==> src/rtl/axi_lite_master_bridge_if.sv <==
// AXI4-Lite bus bundle between the core-side bridge (master) and the
// downstream address-translating adaptor / interconnect (slave).
interface axi_lite_master_bridge_if;
    // Read address channel
    logic [31:0] m_araddr;
    logic        m_arvalid;
    logic        m_arready;
    logic [2:0]  m_arprot;
    // Read data channel
    logic [31:0] m_rdata;
    logic [1:0]  m_rresp;
    logic        m_rvalid;
    logic        m_rready;
    // Write address channel
    logic [31:0] m_awaddr;
    logic        m_awvalid;
    logic        m_awready;
    logic [2:0]  m_awprot;
    // Write data channel
    logic [31:0] m_wdata;
    logic [3:0]  m_wstrb;
    logic        m_wvalid;
    logic        m_wready;
    // Write response channel
    logic [1:0]  m_bresp;
    logic        m_bvalid;
    logic        m_bready;

    modport master (
        output m_araddr, m_arvalid, m_arprot, input m_arready,
        input  m_rdata, m_rresp, m_rvalid, output m_rready,
        output m_awaddr, m_awvalid, m_awprot, input m_awready,
        output m_wdata, m_wstrb, m_wvalid, input m_wready,
        input  m_bresp, m_bvalid, output m_bready
    );

    modport slave (
        input  m_araddr, m_arvalid, m_arprot, output m_arready,
        output m_rdata, m_rresp, m_rvalid, input m_rready,
        input  m_awaddr, m_awvalid, m_awprot, output m_awready,
        input  m_wdata, m_wstrb, m_wvalid, output m_wready,
        output m_bresp, m_bvalid, input m_bready
    );
endinterface

==> src/rtl/axi_lite_master_bridge.sv <==
// Core load/store request -> single AXI4-Lite master transaction.
// One transaction in flight; every AXI output comes straight from a flop.
// Optional build macro: AXI_ERR_EN adds the err output, flagging a
// non-OKAY rresp/bresp alongside resp_valid.
module axi_lite_master_bridge #(
    parameter logic [2:0] PROT = 3'b000
) (
    input  logic        clk,
    input  logic        rstn,
    input  logic        req_valid,
    output logic        req_ready,
    input  logic        req_we,
    input  logic [31:0] req_addr,
    input  logic [31:0] req_wdata,
    input  logic [3:0]  req_wstrb,
    output logic        resp_valid,
`ifdef AXI_ERR_EN
    output logic        err,
`endif
    output logic [31:0] resp_rdata,
    axi_lite_master_bridge_if.master bus
);

    // IDLE must encode as zero: the reset clears the whole register set.
    typedef enum logic [2:0] {
        IDLE        = 3'd0,
        RD_ADDR     = 3'd1,
        RD_DATA     = 3'd2,
        WR_ADDRDATA = 3'd3,
        WR_RESP     = 3'd4,
        DONE        = 3'd5
    } state_e;

    // All state and registered outputs live in one record so the next-state
    // logic can start from "hold everything" and change only what it needs.
    typedef struct packed {
        state_e      state;
        logic        arvalid;
        logic        rready;
        logic        awvalid;
        logic        wvalid;
        logic        bready;
        logic        resp_valid;
        logic [31:0] addr;
        logic [31:0] wdata;
        logic [3:0]  wstrb;
        logic [31:0] rdata;
`ifdef AXI_ERR_EN
        logic        err;
`endif
    } regs_t;

    regs_t r;
    regs_t r_nxt;

    // State register with synchronous active-low reset.
    // NOTE: sequential state is updated with <= so every flop samples the
    // pre-edge values, independent of statement order.
    always_ff @(posedge clk) begin
        if (!rstn) begin
            r <= '0;
        end else begin
            r <= r_nxt;
        end
    end

    // Next-state and next registered-output decode.
    // NOTE: r_nxt gets a full default before the case so no path leaves any
    // field unassigned, which would otherwise infer a latch.
    always_comb begin
        r_nxt            = r;
        r_nxt.resp_valid = 1'b0;

        case (r.state)
            IDLE: begin
                if (req_valid) begin
                    r_nxt.addr  = req_addr;
                    r_nxt.wdata = req_wdata;
                    r_nxt.wstrb = req_wstrb;
`ifdef AXI_ERR_EN
                    r_nxt.err   = 1'b0;
`endif
                    if (req_we) begin
                        r_nxt.state   = WR_ADDRDATA;
                        r_nxt.awvalid = 1'b1;
                        r_nxt.wvalid  = 1'b1;
                    end else begin
                        r_nxt.state   = RD_ADDR;
                        r_nxt.arvalid = 1'b1;
                    end
                end
            end

            RD_ADDR: begin
                if (bus.m_arready) begin
                    r_nxt.arvalid = 1'b0;
                    r_nxt.rready  = 1'b1;
                    r_nxt.state   = RD_DATA;
                end
            end

            RD_DATA: begin
                if (bus.m_rvalid) begin
                    r_nxt.rready     = 1'b0;
                    r_nxt.rdata      = bus.m_rdata;
                    r_nxt.resp_valid = 1'b1;
`ifdef AXI_ERR_EN
                    r_nxt.err        = (bus.m_rresp != 2'b00);
`endif
                    r_nxt.state      = DONE;
                end
            end

            WR_ADDRDATA: begin
                // Each channel drops its valid on its own handshake; a channel
                // already done (valid low) counts as complete.
                r_nxt.awvalid = r.awvalid && !bus.m_awready;
                r_nxt.wvalid  = r.wvalid  && !bus.m_wready;
                if (!r_nxt.awvalid && !r_nxt.wvalid) begin
                    r_nxt.bready = 1'b1;
                    r_nxt.state  = WR_RESP;
                end
            end

            WR_RESP: begin
                if (bus.m_bvalid) begin
                    r_nxt.bready     = 1'b0;
                    r_nxt.resp_valid = 1'b1;
`ifdef AXI_ERR_EN
                    r_nxt.err        = (bus.m_bresp != 2'b00);
`endif
                    r_nxt.state      = DONE;
                end
            end

            DONE: begin
                r_nxt.state = IDLE;
            end

            default: begin
                r_nxt = '0;
            end
        endcase
    end

    assign req_ready  = (r.state == IDLE);
    assign resp_valid = r.resp_valid;
    assign resp_rdata = r.rdata;
`ifdef AXI_ERR_EN
    assign err        = r.err;
`else
    // Response codes are deliberately ignored in this build.
    logic unused_resp;
    assign unused_resp = &{1'b0, bus.m_rresp, bus.m_bresp};
`endif

    assign bus.m_araddr  = r.addr;
    assign bus.m_arvalid = r.arvalid;
    assign bus.m_arprot  = PROT;
    assign bus.m_rready  = r.rready;
    assign bus.m_awaddr  = r.addr;
    assign bus.m_awvalid = r.awvalid;
    assign bus.m_awprot  = PROT;
    assign bus.m_wdata   = r.wdata;
    assign bus.m_wstrb   = r.wstrb;
    assign bus.m_wvalid  = r.wvalid;
    assign bus.m_bready  = r.bready;

endmodule

==> src/flat_wrapper.sv <==
// flat-port wrapper written by rule: the top's interface ports become plain ports
module axi_lite_master_bridge_flat 
#(
    parameter logic [2:0] PROT = 3'b000
)
  (clk, rstn, req_valid, req_ready, req_we, req_addr, req_wdata, req_wstrb, resp_valid, resp_rdata, bus_m_araddr, bus_m_arvalid, bus_m_arprot, bus_m_arready, bus_m_rdata, bus_m_rresp, bus_m_rvalid, bus_m_rready, bus_m_awaddr, bus_m_awvalid, bus_m_awprot, bus_m_awready, bus_m_wdata, bus_m_wstrb, bus_m_wvalid, bus_m_wready, bus_m_bresp, bus_m_bvalid, bus_m_bready);
  axi_lite_master_bridge_if bus_i ();
  input  logic clk;
  input  logic rstn;
  input  logic req_valid;
  output logic req_ready;
  input  logic req_we;
  input  logic [31:0] req_addr;
  input  logic [31:0] req_wdata;
  input  logic [3:0] req_wstrb;
  output logic resp_valid;
  output logic [31:0] resp_rdata;
  output wire logic [$bits(bus_i.m_araddr)-1:0] bus_m_araddr;
  output wire logic [$bits(bus_i.m_arvalid)-1:0] bus_m_arvalid;
  output wire logic [$bits(bus_i.m_arprot)-1:0] bus_m_arprot;
  input wire logic [$bits(bus_i.m_arready)-1:0] bus_m_arready;
  input wire logic [$bits(bus_i.m_rdata)-1:0] bus_m_rdata;
  input wire logic [$bits(bus_i.m_rresp)-1:0] bus_m_rresp;
  input wire logic [$bits(bus_i.m_rvalid)-1:0] bus_m_rvalid;
  output wire logic [$bits(bus_i.m_rready)-1:0] bus_m_rready;
  output wire logic [$bits(bus_i.m_awaddr)-1:0] bus_m_awaddr;
  output wire logic [$bits(bus_i.m_awvalid)-1:0] bus_m_awvalid;
  output wire logic [$bits(bus_i.m_awprot)-1:0] bus_m_awprot;
  input wire logic [$bits(bus_i.m_awready)-1:0] bus_m_awready;
  output wire logic [$bits(bus_i.m_wdata)-1:0] bus_m_wdata;
  output wire logic [$bits(bus_i.m_wstrb)-1:0] bus_m_wstrb;
  output wire logic [$bits(bus_i.m_wvalid)-1:0] bus_m_wvalid;
  input wire logic [$bits(bus_i.m_wready)-1:0] bus_m_wready;
  input wire logic [$bits(bus_i.m_bresp)-1:0] bus_m_bresp;
  input wire logic [$bits(bus_i.m_bvalid)-1:0] bus_m_bvalid;
  output wire logic [$bits(bus_i.m_bready)-1:0] bus_m_bready;
  assign bus_m_araddr = bus_i.m_araddr;
  assign bus_m_arvalid = bus_i.m_arvalid;
  assign bus_m_arprot = bus_i.m_arprot;
  assign bus_i.m_arready = bus_m_arready;
  assign bus_i.m_rdata = bus_m_rdata;
  assign bus_i.m_rresp = bus_m_rresp;
  assign bus_i.m_rvalid = bus_m_rvalid;
  assign bus_m_rready = bus_i.m_rready;
  assign bus_m_awaddr = bus_i.m_awaddr;
  assign bus_m_awvalid = bus_i.m_awvalid;
  assign bus_m_awprot = bus_i.m_awprot;
  assign bus_i.m_awready = bus_m_awready;
  assign bus_m_wdata = bus_i.m_wdata;
  assign bus_m_wstrb = bus_i.m_wstrb;
  assign bus_m_wvalid = bus_i.m_wvalid;
  assign bus_i.m_wready = bus_m_wready;
  assign bus_i.m_bresp = bus_m_bresp;
  assign bus_i.m_bvalid = bus_m_bvalid;
  assign bus_m_bready = bus_i.m_bready;
  axi_lite_master_bridge #(.PROT(PROT)) u_core (.clk(clk), .rstn(rstn), .req_valid(req_valid), .req_ready(req_ready), .req_we(req_we), .req_addr(req_addr), .req_wdata(req_wdata), .req_wstrb(req_wstrb), .resp_valid(resp_valid), .resp_rdata(resp_rdata), .bus(bus_i));
endmodule
==> config.mk <==
export PLATFORM = sky130hd
export DESIGN_NAME = axi_lite_master_bridge_flat
export DESIGN_NICKNAME = d
export VERILOG_FILES = /design/src/rtl/axi_lite_master_bridge_if.sv /design/src/rtl/axi_lite_master_bridge.sv /design/src/flat_wrapper.sv
export SDC_FILE = /design/constraint.sdc
export NUM_CORES = 1
export LEC_CHECK = 0
export ABC_AREA = 0
export BUFFER_PORTS_ARGS = -buffer_cell sky130_fd_sc_hd__buf_2
export CORE_MARGIN = 1
export CORE_UTILIZATION = 47
export DETAILED_ROUTE_END_ITERATION = 7
export PLACE_DENSITY = 0.85
export RECOVER_POWER = 100
export SETUP_SLACK_MARGIN = 0.15
export SYNTH_ARGS = -nofsm -noshare
export SYNTH_HDL_FRONTEND = slang
export SYNTH_SLANG_ARGS = --single-unit
==> constraint.sdc <==
create_clock -name clk -period 2.1 [get_ports clk]
set_input_delay 0.105 -clock clk [delete_from_list [all_inputs] [get_ports clk]]
set_output_delay 0.105 -clock clk [all_outputs]
set_load 0.02 [all_outputs]
==> flow_summary.ini <==
[outcome]
outcome = completed

[setup_path]
critPathMaxStageDelay_ns = 0.39
slowest_stage = clkbuf_4
rrSetupSlack_ns = 0.23
cp_data_arrival_time_ns = 1.80
ff2ff_path_depth = 6
setup.worst_path.start_class = flop
r2r_start = u_core.r[107]$_SDFFE_PN0P_
required_ns = 2.00
path_cells = buf_4 -> nor3_4 -> clkbuf_4 -> buf_2
worstSetupEndpointType = primary output
r2r-end = u_core.bus.m_wdata[0]$_SDFFE_PN0P_
path_class = flop to primary output
crit_path_max_fanout = 28

[power_and_ir_drop]
ir_drop_uv = 777
pwr-share-seq_pct = 33.6
intPower_uw = 4770
power.density_nw_per_um2 = 1450
p_sw_share_pct = 45.5
netSwitchingPower_uw = 3990
p_comb_share_pct = 47.0
p_clk_share_pct = 19.4
cellLeakagePower_uw = 0.00228

[final_layout]
fill_cells = 1106
drive_gt1_share_pct = 19.5
final_area_sq_um = 6030
nNetsFinal = 851
layout-area-overhead-vs-synth_pct = 12.3

[placement]
pre_cts_slack_ns = 0.420
port_buffers = 247
detailed_place.area_sq_um = 5720
gp_congestion = 0.801
hpwl_microns = 8270

[sta]
slew_viol_final = 0
rsz0062_at_grt = false
final-hold-violation-count = 0
relSlewSlack_pct = 59.1
finalSetupViolations = 0
fin_skew_ns = 0.00622
fmax_mhz = 526
holdWs_ns = 0.0180
worst_slack_ns = 0.199
period_share_pct = 90.5
tightest_slew_ns = 0.614
fin_tns_setup_ns = 0
min_period_ns = 1.90

[clock_tree]
clk_pin_slew_ns = 0.07
post_cts_buffers = 0
worstSkewPairLatency_ns = 0.34
cts_sinks = 109
cts_tree = built
post_cts_resized = 0
cts_buffers = 9
htree_levels = 3
cts.root.buffer_cell = clkbuf_16
clock_path_buffers = 2

[worst_hold_path]
min_to = u_core.bus.m_wdata[31]$_SDFFE_PN0P_
hold_depth = 3
hold_path_class = input port to flop
holdCritStartpoint = req_wdata[31]

[global_route]
use_met1_pct = 21.5
met2_usage_pct = 36.3
grt_busiest_layer = met2
track_usage_pct = 19.8
met3_usage_pct = 4.06
grt_pass1_vias = 3979
antenna_found_initial = 1
grt_pass1_wl_microns = 18400
gr-total-overflow = 0
grt_start_max_net_pins = 65

[synth]
synth_area_leaders = dfxtp_1 41%, buf_4 20%, a21boi_1 9.8%
syn_avg_cell_area_sq_um = 8.64
yosys-top-cells-count = 141 x buf_4, 109 x dfxtp_1, 74 x nand2_1
synth_top_area_share_pct = 40.6
ys_seq_area_share_pct = 40.6
synth-seq-cells = 109
synth.most_common_cell = buf_4
synth.distinct_cells = 36
synth-edff-count = 0
synthCells = 622
async_flop_share_pct = 0
synth_top_area_cell = dfxtp_1
syn_area_sq_um = 5370
ys.flop_type = dfxtp_1
ys_warn_count = 0

[drt]
drt_iter0_markers = 219
drt-wirelength-per-cell_microns = 13.7
post_drt_via_cell_ratio = 4.93
via_count = 4356
drcViolationCount = 0
drt.antenna.violating_nets = 0
wirelength_microns = 12100
firstDrtPassIters = 4

[run]
drv_cap = 0

[floorplan]
start_util_pct = 48.9
io_pins = 258
fp-row-count = 38
floorplan.die.height_microns = 109
die_x_microns = 109
dieArea_sq_um = 11900
core_area_sq_um = 11000
==> per-layer routing <==
| layer | share of wire, % | up-vias |
|---|---|---|
| met1 | 42 | 2011 |
| met2 | 51 | 154 |
| met3 | 5.0 | 23 |
| met4 | 2.5 | 0 |
| met5 | 0 | - |
| li1 | - | 2168 |
==> area by class of cell <==
cell class	instances	area, sq um	share of cell area, %
flip-flops and latches	109	2180	36.2
multi-input cells	333	1960	32.5
inverters	3	11.3	0.187
repair buffers	281	1400	23.3
diodes	1	2.50	0.0415
well taps	140	175	2.90
clock buffers	9	225	3.73
clock inverters	7	73.8	1.22
==> cells by family (layout without fill, tap and decap cells) <==
logic type      after synthesis  after routing  share of synthesized area [%]
simple gates                202            202                           18.8
buf+inv                     185            300                           23.4
compound gates              122            122                           16.5
flops                       109            109                           40.6
mux                           2              2                          0.373
fa+ha+maj                     1              1                          0.233
other cells                   1              7                         0.0698
==> worst max path at each step <==
| stage | depth (start not counted) | startpoint | slack (ns) | end |
|---|---|---|---|---|
| detailed placement | 6 | u_core.r[107]$_SDFFE_PN0P_ | 0.42 | u_core.bus.m_araddr[30]$_SDFFE_PN0P_ |
| global route | 6 | u_core.r[107]$_SDFFE_PN0P_ | 0.08 | u_core.resp_rdata[19]$_SDFFE_PN0P_ |
| CTS | 4 | u_core.r[106]$_SDFFE_PN0P_ | 0.23 | req_ready |
| finish | 4 | u_core.r[106]$_SDFFE_PN0P_ | 0.20 | req_ready |
| floorplan | 9 | u_core.r[108]$_SDFFE_PN0P_ | 0.29 | u_core.bus.m_araddr[18]$_SDFFE_PN0P_ |
| global placement | 6 | u_core.r[107]$_SDFFE_PN0P_ | 0.49 | u_core.bus.m_araddr[28]$_SDFFE_PN0P_ |
==> state kept, by name, indices dropped and copies added, names as in the netlist, 3 cells and up <==
name	cells
u_core.r	3
u_core.bus.m_wdata	32
u_core.bus.m_araddr	32
u_core.resp_rdata	32
u_core.bus.m_wstrb	4
==> through the flow <==
step	cells	power [uW]	util, %
6_report	883	8760	54.9
5_1_grt	883	9370	54.9
4_1_cts	881	9140	56.7
3_5_place_dp	845	7390	52.1
3_3_place_gp	845	7350	52.1
2_1_floorplan	627	6900	-
==> power groups by stage <==
stage	Combinational [uW]	Sequential, uW	Clock [uW]
CTS	4470	2920	1750
global route	4530	3010	1830
finish	4120	2940	1700
floorplan	3960	2940	0
global placement	4410	2940	0
detailed placement	4430	2960	0
==> critical path, delay by kind of cell (launching register included) <==
kind / cells / cell delay [ns]
buf+inv: 3 / 0.84
flops: 1 / 0.38
simple gates: 1 / 0.23
==> layout by cell type (no fill, tap or decap), types with 2 or more instances in the layout <==
cell | Yosys | routed
clkbuf_1 | 16 | 138
buf_2 | 25 | 109
dfxtp_1 | 109 | 109
nand2_1 | 74 | 74
nand3_1 | 70 | 70
a21boi_0 | 0 | 60
nor2b_1 | 35 | 35
a22oi_1 | 32 | 32
dlygate4sd3_1 | 0 | 21
a21boi_1 | 70 | 10
clkbuf_16 | 0 | 9
buf_4 | 141 | 7
a21oi_1 | 5 | 6
conb_1 | 1 | 6
nand2b_1 | 5 | 5
o21ai_0 | 5 | 5
nand3b_1 | 4 | 4
a31oi_1 | 4 | 4
buf_12 | 0 | 3
nor3_4 | 1 | 2
inv_1 | 2 | 2
nor2_1 | 2 | 2
mux2i_1 | 2 | 2
o2bb2ai_1 | 2 | 2
inv_6 | 0 | 2
clkinv_2 | 0 | 2
clkbuf_2 | 0 | 2
==> timing repair <==
item / CTS / global route
hold endpoints to repair: 20 / 1
endpoints found under the setup margin: 0 / 0
hold buffers: 20 / 1
Power figures use the tool's default switching activity.
